<file path="src/rtl/tcdm_synch_multi_ipa.sv">
// N-port transfer-completion barrier: one SID FIFO per source port, one synch
// event released (and each enabled FIFO popped) once every enabled port holds a SID.
module tcdm_synch_multi_ipa #(
    parameter int NB_PORTS        = 2,
    parameter int TRANS_SID_WIDTH = 2,
    parameter int FIFO_DEPTH      = 2
) (
    input  logic                                          clk_i,
    input  logic                                          rst_ni,
    input  logic [NB_PORTS-1:0]                           push_req_i,
    input  logic [NB_PORTS-1:0][TRANS_SID_WIDTH-1:0]      push_sid_i,
    output logic [NB_PORTS-1:0]                           push_gnt_o,
    input  logic [NB_PORTS-1:0]                           port_en_i,
    input  logic                                          ovf_clr_i,
    output logic                                          synch_req_o,
    output logic [TRANS_SID_WIDTH-1:0]                    synch_sid_o,
    output logic                                          synch_err_o,
    output logic [NB_PORTS-1:0]                           ovf_o
);

    localparam int PTR_W = (FIFO_DEPTH > 1) ? $clog2(FIFO_DEPTH) : 1;
    localparam int CNT_W = $clog2(FIFO_DEPTH + 1);
    localparam logic [CNT_W-1:0] DEPTH_CNT = CNT_W'(FIFO_DEPTH);
    localparam logic [PTR_W-1:0] LAST_PTR  = PTR_W'(FIFO_DEPTH - 1);

    typedef logic [TRANS_SID_WIDTH-1:0] sid_t;

    sid_t [NB_PORTS-1:0][FIFO_DEPTH-1:0] mem_q, mem_d;
    logic [NB_PORTS-1:0][PTR_W-1:0]      wr_ptr_q, wr_ptr_d;
    logic [NB_PORTS-1:0][PTR_W-1:0]      rd_ptr_q, rd_ptr_d;
    logic [NB_PORTS-1:0][CNT_W-1:0]      cnt_q, cnt_d;
    logic [NB_PORTS-1:0]                 ovf_q, ovf_d;

    sid_t [NB_PORTS-1:0] head;
    logic [NB_PORTS-1:0] not_ready;
    logic [NB_PORTS-1:0] head_diff;
    logic [NB_PORTS-1:0] push_ok;
    logic [NB_PORTS-1:0] pop;
    logic                barrier_rel;
    logic                found;
    sid_t                ref_sid;

    // Barrier decision: reference SID comes from the lowest-index enabled port.
    always_comb begin
        push_gnt_o  = '0;
        head        = '0;
        not_ready   = '0;
        head_diff   = '0;
        found       = 1'b0;
        ref_sid     = '0;
        for (int i = 0; i < NB_PORTS; i++) begin
            push_gnt_o[i] = (cnt_q[i] != DEPTH_CNT);
            head[i]       = mem_q[i][rd_ptr_q[i]];
            not_ready[i]  = port_en_i[i] && (cnt_q[i] == '0);
            if (port_en_i[i] && !found) begin
                found = 1'b1;
                if (cnt_q[i] != '0) begin
                    ref_sid = head[i];
                end
            end
        end
        barrier_rel = (|port_en_i) && !(|not_ready);
        for (int i = 0; i < NB_PORTS; i++) begin
            head_diff[i] = port_en_i[i] && (head[i] != ref_sid);
        end
        synch_req_o = barrier_rel;
        synch_sid_o = ref_sid;
        synch_err_o = barrier_rel && (|head_diff);
        ovf_o       = ovf_q;
    end

    // FIFO bookkeeping; a push on a full FIFO is dropped even if that FIFO pops this cycle.
    always_comb begin
        mem_d    = mem_q;
        wr_ptr_d = wr_ptr_q;
        rd_ptr_d = rd_ptr_q;
        cnt_d    = cnt_q;
        ovf_d    = ovf_q;
        push_ok  = '0;
        pop      = '0;
        for (int i = 0; i < NB_PORTS; i++) begin
            push_ok[i] = push_req_i[i] && push_gnt_o[i];
            pop[i]     = barrier_rel && port_en_i[i];
            if (push_ok[i]) begin
                mem_d[i][wr_ptr_q[i]] = push_sid_i[i];
                wr_ptr_d[i] = (wr_ptr_q[i] == LAST_PTR) ? '0 : wr_ptr_q[i] + PTR_W'(1);
            end
            if (pop[i]) begin
                rd_ptr_d[i] = (rd_ptr_q[i] == LAST_PTR) ? '0 : rd_ptr_q[i] + PTR_W'(1);
            end
            cnt_d[i] = cnt_q[i] + CNT_W'(push_ok[i]) - CNT_W'(pop[i]);
            ovf_d[i] = (push_req_i[i] && !push_gnt_o[i]) || (ovf_q[i] && !ovf_clr_i);
        end
    end

    always_ff @(posedge clk_i or negedge rst_ni) begin
        if (!rst_ni) begin
            mem_q    <= '0;
            wr_ptr_q <= '0;
            rd_ptr_q <= '0;
            cnt_q    <= '0;
            ovf_q    <= '0;
        end else begin
            mem_q    <= mem_d;
            wr_ptr_q <= wr_ptr_d;
            rd_ptr_q <= rd_ptr_d;
            cnt_q    <= cnt_d;
            ovf_q    <= ovf_d;
        end
    end

endmodule

</file>
<file path="config.mk">
export PLATFORM = sky130hd
export DESIGN_NAME = tcdm_synch_multi_ipa
export DESIGN_NICKNAME = d
export VERILOG_FILES = /design/src/rtl/tcdm_synch_multi_ipa.sv
export SDC_FILE = /design/constraint.sdc
export NUM_CORES = 1
export LEC_CHECK = 0
export ABC_AREA = 0
export ABC_CLOCK_PERIOD_IN_PS = 3600
export CORE_MARGIN = 3
export CORE_UTILIZATION = 52
export DETAILED_ROUTE_END_ITERATION = 10
export PLACE_DENSITY = 0.81
export SETUP_SLACK_MARGIN = 0.15
export SLEW_MARGIN = 20
export SYNTH_ARGS = -nofsm -noshare
export SYNTH_HDL_FRONTEND = slang
export SYNTH_SLANG_ARGS = --single-unit
</file>
<file path="constraint.sdc">
create_clock -name clk_i -period 3.6 [get_ports clk_i]
set_input_delay 1.08 -clock clk_i [delete_from_list [all_inputs] [get_ports clk_i]]
set_output_delay 1.08 -clock clk_i [all_outputs]
set_load 0.05 [all_outputs]
</file>
==> results by group, run 1 <==
Die
  • Effective utilization at floorplan: 0.577
  • Die extent in x: about 48 µm
  • Number of placement rows: 14
  • Vertical extent of the die: 47.6 µm
  • Area inside the core boundary: 1560 µm²
  • Top Ports: 19
  • Die Outline Area: between 2000 and 2500 µm²

Timing
  • Highest clock frequency the design can meet: 295 MHz
  • Transition time at the pin with the least slew margin: between 0.7 and 0.8 ns
  • Worst slew margin relative to its limit: 0.469
  • Worst-case hold slack: 0.516 ns
  • Number of setup violations in the final report: 0
  • Number of slew-limit violations in the final report: 0
  • Setup skew after layout: 0.00259 ns
  • Setup repair after global routing missed its margin: true
  • Final worst path period need: 3.39 ns
  • Hold Violations, Final: 0
  • Tcrit/Tclk final: 0.942

Clocking
  • Clock root buffer: clkbuf_4
  • Maximum buffer depth of the clock tree: 2
  • Setup repair bufs after CTS: 0
  • Later-pin clock latency in the skew report: 0.28 ns
  • Clock transition at path regs: ~0.1 ns
  • Number of CTS-inserted buffers: 3
  • H-Tree Depth: 1
  • CTS tree: yes
  • Post-cts hold buffer count: 0
  • Clock sink total: 18

Synthesis
  • Net Count, Synth: 88
  • Post-Synthesis Cell Area: 900 µm²
  • Post-synth EDFFs: 0
  • Flip-flop and latch count after synthesis: 18
  • Synth Area per Inst: 12.3 µm²
  • Top_reg_cell synth: dfrtp_1
  • Number of warnings reported in the yosys synthesis log: 0
  • Fraction of synthesis flops using an asynchronous set or reset pin: 1.00
  • Sequential fraction of the synthesis area: 0.501
  • Post-synthesis instance total: 73
  • Library cells used by synthesis: 17

Critical path
  • Cell at the slowest stage of the critical path: clkdlybuf4s50_1
  • Startpoint of the worst-slack reg-to-reg timing path: cnt_q[2]
  • Reg2Reg Depth: 7
  • CP endpoint kind: output port
  • Element type at the critical path start: input port
  • Crit path DAT: 2.31 ns
  • Cells along the critical path: clkdlybuf4s50_1, nor3b_1, nor3_1, buf_12
  • Reg2reg end: cnt_q[3]
  • Minimum setup slack among reg-to-reg paths: 1.78 ns
  • Largest fanout on the critical path: 5
  • Required time of the critical path: roughly 2.5 ns
  • Highest cell delay on the worst timing path: approximately 0.52 ns
  • Kind of critical path: input port to output port

Route
  • Antenna Violating Nets Remaining: 0
  • Detailed router's first-iteration violation count: 8
  • Total routed wirelength: ~1500 µm
  • Vias after detailed routing: 600
  • Drt via density: 5.41
  • Post-detailed-route wirelength per cell: 13.8 µm
  • DR pass1 iterations: 4
  • Residual DRC count: 0

GRT
  • Overall global routing resource usage: 0.149
  • First-pass GRT wire length: around 2300 µm
  • Overflow left after global routing: 0
  • Number of antenna violations at the first check in global routing: 0
  • Largest net degree at the start of global routing: 19
  • Number of global-route vias before repair: 578

Cells and area
  • Post-layout nets: 111
  • Leading cell types in the layout, fill and taps excluded: 18 x dfrtp_1, 14 x clkdlybuf4s50_1, 8 x xnor2_1, 8 x mux2_2, 6 x inv_1
  • Count of antenna diodes in the layout: 0
  • Leading cell type in the layout, fill and taps excluded: dfrtp_1
  • Proportion of layout cells with a drive suffix above 1: 0.253
  • Area Overhead vs Synth: 32.8%

Pwr
  • Leakage dissipation: 0.517 nW
  • Total power per unit cell area: 1030 nW/µm²
  • PnR Total Power: 1.23 mW
  • Worst-case vdd ir drop: 0.000591 V

Place
  • Final weighted congestion in routability-driven placement: 0.767
  • Port Buffers: 18
  • Post-detailed-placement half-perimeter wirelength: 1210 µm

Worst hold path
  • Min-Delay Path Class: register to register
  • Worst Hold Depth: 1
  • Hold-critical path endpoint: mem_q[5]
  • Startpoint of the tightest hold check path: mem_q[5]

Status
  • Outcome: finished, final reports clean

Flow run
  • Max-cap check violation count: 0
==> metrics by stage <==
stage	setup slack [ns]	area, µm²	util	setup TNS (ns)	cells
2_1_floorplan	-0.000129	900	-	-0.000258	73
3_3_place_gp	0.0948	1140	0.731	0	107
3_5_place_dp	0.0711	1140	0.731	0	107
4_1_cts	0.0739	1180	0.759	0	111
5_1_grt	0.146	1190	0.766	0	111
6_report	0.210	1190	0.766	0	111
==> state kept, by name, indices dropped and copies added, names as in the netlist <==
name,cells
cnt_q,4
mem_q,8
ovf_o,2
rd_ptr_q,2
wr_ptr_q,2
==> power by group <==
group,switching (mW),internal (mW)
registers,0.0895,0.310
clock network,0.0590,0.0615
logic,0.366,0.341
total,0.514,0.712
==> how the worst max path moves through the flow <==
stage / start / end / slack (ns) / depth (start not counted)
after detailed placement: port_en_i[1] / synch_sid_o[0] / 0.07 / 4
after global placement: port_en_i[1] / synch_sid_o[0] / 0.09 / 4
after floorplan: port_en_i[1] / synch_sid_o[0] / -0.0001 / 2
final: port_en_i[0] / synch_req_o / 0.21 / 4
after global routing: port_en_i[0] / synch_req_o / 0.15 / 4
after CTS: port_en_i[1] / synch_sid_o[1] / 0.07 / 4
==> repair_timing <==
item	4_1_cts	5_1_grt
pin swaps	0	3
resized for setup	1	4
setup endpoints to repair	2	3
==> synthesized netlist by cell type (3+ instances only) <==
cell type,instances,area (µm²)
ha_1,4,50.1
dfrtp_1,18,450
nand2_1,4,15.0
xnor2_1,8,70.1
inv_1,6,22.5
o21ai_0,4,20.0
mux2i_1,4,40.0
mux2_2,8,90.1
nor2_1,3,11.3
==> layout make-up <==
class                      instances  area [µm²]
tap                               16        20.0
sequential                        18         450
fill                             106         364
clock buffer                       4        36.3
timing repair buffer              18         220
inverter                           6        22.5
multi-input combinational         49         445
==> per-layer routing <==
layer  vias up  GRT usage  wire (µm)
li1        295          -          -
met1       296      0.184        644
met2         9      0.265        840
met3         0     0.0226         48
met4         0     0.0484          0
met5         -          0          0
==> logic make-up (layout without fill, tap and decap cells) <==
kind of cell,Yosys count,in the layout,synth area share
flops,18,18,0.501
buf+inv,6,28,0.0250
mux,12,12,0.145
fa+ha+maj,4,4,0.0556
xor+xnor,10,10,0.0974
compound gates,7,7,0.0556
simple gates,16,16,0.121
==> worst max-delay path: cells and delay by family <==
family / cells / cell delay, ns
buf+inv: 2 / 0.70
simple gates: 2 / 0.53
No activity file was read; power rests on OpenSTA's default activity.
==> run 2: changes to the inputs <==
- GPL_TIMING_DRIVEN: default -> 0
==> run 2 against run 1 <==
  * Count of clock-buffer cells in the layout fell by 1
  * Critical path depth unchanged
  * Power fell by 8.7%
  * Clock skew fell by 0.00055 ns
  * Worst hold slack lost 0.0026 ns
  * Worst setup slack got worse by 0.017 ns
  * Combinational power shrank 12%
  * Final cell count is 0.90% lower
  * Routed wire length shrank 2.5%
  * Maximum frequency down 0.48%
==> results by group, run 2 (synthesis results as in run 1) <==
Pwr
  • Leakage dissipation: 0.491 nW (-5.0%)
  • Total power per unit cell area: 999 nW/µm² (-2.7%)
  • Worst-case vdd ir drop: 0.000685 V (+16%)

Cells and area
  • Reg with most FFs: mem_q
  • Leading cell type in the layout, fill and taps excluded: dfrtp_1
  • Proportion of layout cells with a drive suffix above 1: 0.223 (-0.0292)
  • Area of combinational cells with multiple inputs: 432 µm² (-3.1%)
  • Post-layout util: 0.719 (-0.0474)
  • Count of antenna diodes in the layout: 0 (unchanged)
  • Seq. cell area: 450 µm² (unchanged)
  • Biggest registers after layout: mem_q x8, cnt_q x4
  • Leading cell types in the layout, fill and taps excluded: 18 x dfrtp_1, 14 x clkdlybuf4s50_1, 8 x xnor2_1, 8 x mux2_2, 6 x inv_1
  • Post-layout nets: 111 (unchanged)
  • Post-route cell area: 1120 µm² (-6.2%)
  • Max reg flops: 8 (unchanged)
  • Area Overhead vs Synth: 24.6%
  • Filler Cell Count: 118 (+11%)

Clocking
  • Clock sink total: 18 (unchanged)
  • H-Tree Depth: 1 (unchanged)
  • Maximum buffer depth of the clock tree: 2 (unchanged)
  • Later-pin clock latency in the skew report: 0.28 ns (about the same)
  • Clock root buffer: clkbuf_4
  • Setup repair bufs after CTS: 0 (unchanged)
  • CTS tree: yes
  • Clock transition at path regs: 0.09 ns (about the same)
  • Number of CTS-inserted buffers: 3 (unchanged)
  • Post-cts hold buffer count: 0 (unchanged)

Timing
  • Minimum setup slack in the final design: 0.194 ns (-0.0165 ns)
  • Number of setup violations in the final report: 0 (unchanged)
  • Final worst path period need: 3.41 ns (+0.0165 ns)
  • Tcrit/Tclk final: 0.946 (+0.00458)
  • Transition time at the pin with the least slew margin: 0.801 ns (+0.00770 ns)
  • Setup skew after layout: 0.00204 ns (-0.000551 ns)
  • Worst-case hold slack: 0.513 ns (-0.00255 ns)
  • Highest clock frequency the design can meet: 294 MHz (-0.48%)
  • Worst slew margin relative to its limit: 0.464 (-0.00515)
  • Hold Violations, Final: 0 (unchanged)
  • Setup repair after global routing missed its margin: false
  • Number of slew-limit violations in the final report: 0 (unchanged)
  • Sum of negative setup slack: 0 ns (unchanged)

GRT
  • Largest net degree at the start of global routing: 19 (unchanged)
  • First-pass GRT wire length: 2480 µm (+5.9%)
  • Overflow left after global routing: 0 (unchanged)
  • Number of global-route vias before repair: 610 (+5.5%)
  • Number of antenna violations at the first check in global routing: 0 (unchanged)
  • Overall global routing resource usage: 0.158 (+0.00885)

Place
  • Final weighted congestion in routability-driven placement: 0.667 (-13%)
  • Placement Cell Area: 1100 µm² (-3.5%)
  • Worst-case setup slack after placement: -0.443 ns (-0.514 ns)
  • Post-detailed-placement half-perimeter wirelength: 1210 µm (-0.18%)
  • Port Buffers: 18 (unchanged)

Route
  • Post-detailed-route wirelength per cell: 13.6 µm (-1.6%)
  • Residual DRC count: 0 (unchanged)
  • Drt via density: 5.46 (+1.1%)
  • Total routed wirelength: 1500 µm (-2.5%)
  • DR pass1 iterations: 4 (unchanged)
  • Antenna Violating Nets Remaining: 0 (unchanged)
  • Detailed router's first-iteration violation count: 6 (-2)
  • Vias after detailed routing: 601 (+0.17%)

Die
  • Effective utilization at floorplan: 0.577 (unchanged)
  • Vertical extent of the die: 47.6 µm (unchanged)
  • Top Ports: 19 (unchanged)
  • Die Outline Area: 2270 µm² (unchanged)
  • Die extent in x: 47.6 µm (unchanged)
  • Area inside the core boundary: 1560 µm² (unchanged)
  • Number of placement rows: 14 (unchanged)

Worst hold path
  • Min-Delay Path Class: register to register
  • Worst Hold Depth: 1 (unchanged)

Status
  • Outcome: finished, final reports clean

Flow run
  • Max-cap check violation count: 0 (unchanged)

Critical path
  • Crit path DAT: 2.33 ns (+0.02 ns)
  • CP endpoint kind: output port
  • Reg2Reg Depth: 7 (unchanged)
  • Kind of critical path: input port to output port
  • Cells along the critical path: clkdlybuf4s50_1, nor3b_2, nor3_1, clkdlybuf4s15_2
  • Required time of the critical path: 2.52 ns (about the same)
  • Cell at the slowest stage of the critical path: clkdlybuf4s50_1
  • Highest cell delay on the worst timing path: 0.49 ns (-0.03 ns)
  • Largest fanout on the critical path: 5 (unchanged)
  • Element type at the critical path start: input port
-- run 2: worst paths after layout --
check	start	end	slack, ns
max in group asynchronous	rst_ni	rd_ptr_q[0]	1.85
hold / removal	mem_q[6]	mem_q[6]	0.51
setup reg to reg	cnt_q[0]	cnt_q[1]	1.82
setup / recovery	port_en_i[0]	synch_req_o	0.19
hold reg to reg	mem_q[6]	mem_q[6]	0.51
min in group asynchronous	rst_ni	rd_ptr_q[1]	1.25
-- run 2: layout make-up --
class                   count  area share
flip-flops and latches     18       0.402
inverters                   6      0.0201
well taps                  16      0.0179
clock buffers               3      0.0201
repair buffers             18       0.155
multi-input cells          49       0.385
-- run 2: power breakdown --
part           internal (mW)  switching (mW)
Sequential             0.310          0.0917
Clock                 0.0388          0.0571
Combinational          0.280           0.343
-- run 2: worst max-delay path: cells and delay by family --
kind	cells	cell delay, ns
buffers and inverters	2	0.88
AND/OR/NAND/NOR	2	0.37
-- run 2: per-layer routing --
metal  vias to the layer above  track usage  wire, µm
met5                         -            0         0
met4                         0       0.0645         9
met3                         2       0.0226        52
met2                        11        0.262       776
met1                       294        0.206       656
li1                        294            -         -
-- run 2: stage by stage --
step           instances  total power [mW]
6_report             110              1.12
5_1_grt              110              1.20
4_1_cts              110              1.12
3_5_place_dp         107              1.04
3_3_place_gp         107              1.01
2_1_floorplan         73             0.869
-- run 2: repair_timing --
| item | CTS | global route |
|---|---|---|
| gates resized for setup | 22 | 6 |
| cloned | 0 | 0 |
| endpoints found under the setup margin | 4 | 4 |
==> run 3: changes to the inputs <==
- CORE_MARGIN: 3 -> 4
==> run 3 against run 2 <==
  * Sequential cell count is the same
  * Worst setup slack improved by 0.031 ns
  * Clock power increased by 31%
  * Count of clock-buffer cells in the layout is 1 higher
  * Via count shrank 1.5%
  * Die area rose by 8.6%
  * Register-to-register slack worse by 0.02 ns
  * Global-route usage grew 0.35 points
  * Sequential share of layout area down 0.27 points
  * Cell area rose by 0.67%
  * Critical endpoint is now synch_sid_o[1]
  * Maximum frequency up 0.93%
==> results by group, run 3 (synthesis results as in run 1) <==
Status
  • Outcome: finished, final reports clean

Cells and area
  • Max reg flops: 8 (unchanged)
  • Filler Cell Count: 121 (+2.5%)
  • Post-layout nets: 111 (unchanged)
  • Count of antenna diodes in the layout: 0 (unchanged)
  • Post-route cell area: 1130 µm² (+0.67%)
  • Proportion of layout cells with a drive suffix above 1: 0.232 (+0.00817)
  • Biggest registers after layout: mem_q x8, cnt_q x4
  • Leading cell types in the layout, fill and taps excluded: 18 x dfrtp_1, 14 x clkdlybuf4s50_1, 8 x xnor2_1, 8 x mux2_2, 6 x inv_1
  • Reg with most FFs: mem_q
  • Leading cell type in the layout, fill and taps excluded: dfrtp_1
  • Area Overhead vs Synth: 25.5%

Clocking
  • Clock sink total: 18 (unchanged)
  • Clock transition at path regs: 0.10 ns (about the same)
  • CTS tree: yes
  • Setup repair bufs after CTS: 0 (unchanged)
  • H-Tree Depth: 1 (unchanged)
  • Clock root buffer: clkbuf_4
  • Maximum buffer depth of the clock tree: 2 (unchanged)
  • Post-cts hold buffer count: 0 (unchanged)
  • Number of CTS-inserted buffers: 3 (unchanged)
  • Later-pin clock latency in the skew report: 0.30 ns (+0.02 ns)

Route
  • Total routed wirelength: 1610 µm (+7.7%)
  • DR pass1 iterations: 1 (-3)
  • Post-detailed-route wirelength per cell: 14.5 µm (+6.7%)
  • Vias after detailed routing: 592 (-1.5%)
  • Residual DRC count: 0 (unchanged)
  • Drt via density: 5.33 (-2.4%)
  • Antenna Violating Nets Remaining: 0 (unchanged)
  • Detailed router's first-iteration violation count: 0 (-6)

Critical path
  • Crit path DAT: 2.29 ns (-0.04 ns)
  • CP endpoint kind: output port
  • Required time of the critical path: 2.52 ns (about the same)
  • Cells along the critical path: clkdlybuf4s50_1, o21ai_1, o32ai_1, buf_4
  • Element type at the critical path start: input port
  • Largest fanout on the critical path: 4 (-1)
  • Highest cell delay on the worst timing path: 0.51 ns (+0.02 ns)
  • Cell at the slowest stage of the critical path: clkdlybuf4s50_1
  • Kind of critical path: input port to output port

GRT
  • Largest net degree at the start of global routing: 19 (unchanged)
  • Overall global routing resource usage: 0.161 (+0.00354)
  • Overflow left after global routing: 0 (unchanged)
  • First-pass GRT wire length: 2910 µm (+17%)
  • Number of global-route vias before repair: 662 (+8.5%)
  • Number of antenna violations at the first check in global routing: 0 (unchanged)

Die
  • Die extent in x: 49.6 µm (+4.2%)
  • Die Outline Area: 2460 µm² (+8.6%)
  • Area inside the core boundary: 1580 µm² (+1.1%)
  • Effective utilization at floorplan: 0.571 (-0.00641)
  • Number of placement rows: 14 (unchanged)
  • Top Ports: 19 (unchanged)
  • Vertical extent of the die: 49.6 µm (+4.2%)

Timing
  • Number of slew-limit violations in the final report: 0 (unchanged)
  • Highest clock frequency the design can meet: 296 MHz (+0.93%)
  • Transition time at the pin with the least slew margin: 0.797 ns (-0.00379 ns)
  • Setup repair after global routing missed its margin: false
  • Tcrit/Tclk final: 0.937 (-0.00874)
  • Hold Violations, Final: 0 (unchanged)
  • Final worst path period need: 3.37 ns (-0.0315 ns)
  • Worst slew margin relative to its limit: 0.467 (+0.00253)
  • Setup skew after layout: 0.00285 ns (+0.000807 ns)
  • Number of setup violations in the final report: 0 (unchanged)

Pwr
  • Worst-case vdd ir drop: 0.000659 V (-3.9%)
  • Switching power of the nets: 0.500 mW (+1.8%)
  • Share of power burned in registers: 0.348 (-0.010)
  • Cell-internal power: 0.650 mW (+3.4%)
  • Comb power frac: 0.543 (-0.013)
  • Switching portion of total power: 0.435 (-0.00379)
  • PnR Total Power: 1.15 mW (+2.7%)
  • Clock network power share: 0.109 (+0.023)
  • Total power per unit cell area: 1020 nW/µm² (+2.0%)
  • Leakage dissipation: 0.497 nW (+1.3%)

Worst hold path
  • Min-Delay Path Class: register to register

Place
  • Placement Cell Area: 1100 µm² (unchanged)
  • Port Buffers: 18 (unchanged)
  • Final weighted congestion in routability-driven placement: 0.785 (+18%)
  • Post-detailed-placement half-perimeter wirelength: 1320 µm (+9.8%)

Flow run
  • Max-cap check violation count: 0 (unchanged)
-- run 3: metrics by stage --
stage,utilization,hold slack [ns],std cells,setup TNS (ns),setup WS (ns)
floorplan,-,0.479,73,-0.000258,-0.000129
global placement,0.698,0.491,107,-1.42,-0.421
detailed placement,0.698,0.495,107,-1.55,-0.466
CTS,0.715,0.519,111,0,0.0763
global route,0.716,0.545,111,0,0.166
finish,0.716,0.518,111,0,0.225
-- run 3: final cells by class --
type	instances	area (µm²)	area share
repair buffers	18	168	0.149
multi-input cells	49	432	0.382
well taps	16	20.0	0.0177
flip-flops and latches	18	450	0.399
inverters	6	22.5	0.0200
clock buffers	4	36.3	0.0322
-- run 3: worst paths after layout --
kind	cells past startpoint	from	slack, ns	endpoint
min	1	mem_q[4]	0.52	mem_q[4]
min in group asynchronous	1	rst_ni	1.23	rd_ptr_q[1]
max	4	port_en_i[1]	0.23	synch_sid_o[1]
max reg2reg	7	cnt_q[0]	1.80	cnt_q[1]
min reg2reg	1	mem_q[4]	0.52	mem_q[4]
max in group asynchronous	1	rst_ni	1.87	mem_q[1]
-- run 3: timing repair --
action,4_1_cts,5_1_grt
endpoints found under the setup margin,4,4
gates cloned,0,0
resized for setup,23,7
pin swaps,0,1
-- run 3: per-layer routing --
layer  global-route usage  up-vias  share of wire
met5                    0        -              0
met4                0.111        0          0.030
met3               0.0422        5          0.048
met2                0.275       12           0.52
met1                0.171      279           0.40
li1                     -      296              -
-- run 3: power groups by stage --
stage	sequential [mW]	clock, mW	combinational (mW)
4_1_cts	0.398	0.130	0.633
5_1_grt	0.418	0.145	0.676
3_5_place_dp	0.403	0	0.643
3_3_place_gp	0.397	0	0.618
6_report	0.400	0.126	0.624
2_1_floorplan	0.418	0	0.451
-- run 3: worst max-delay path: cells and delay by family --
family	cells	cell delay, ns
AOI/OAI and AO/OA	2	0.44
buffers and inverters	2	0.77
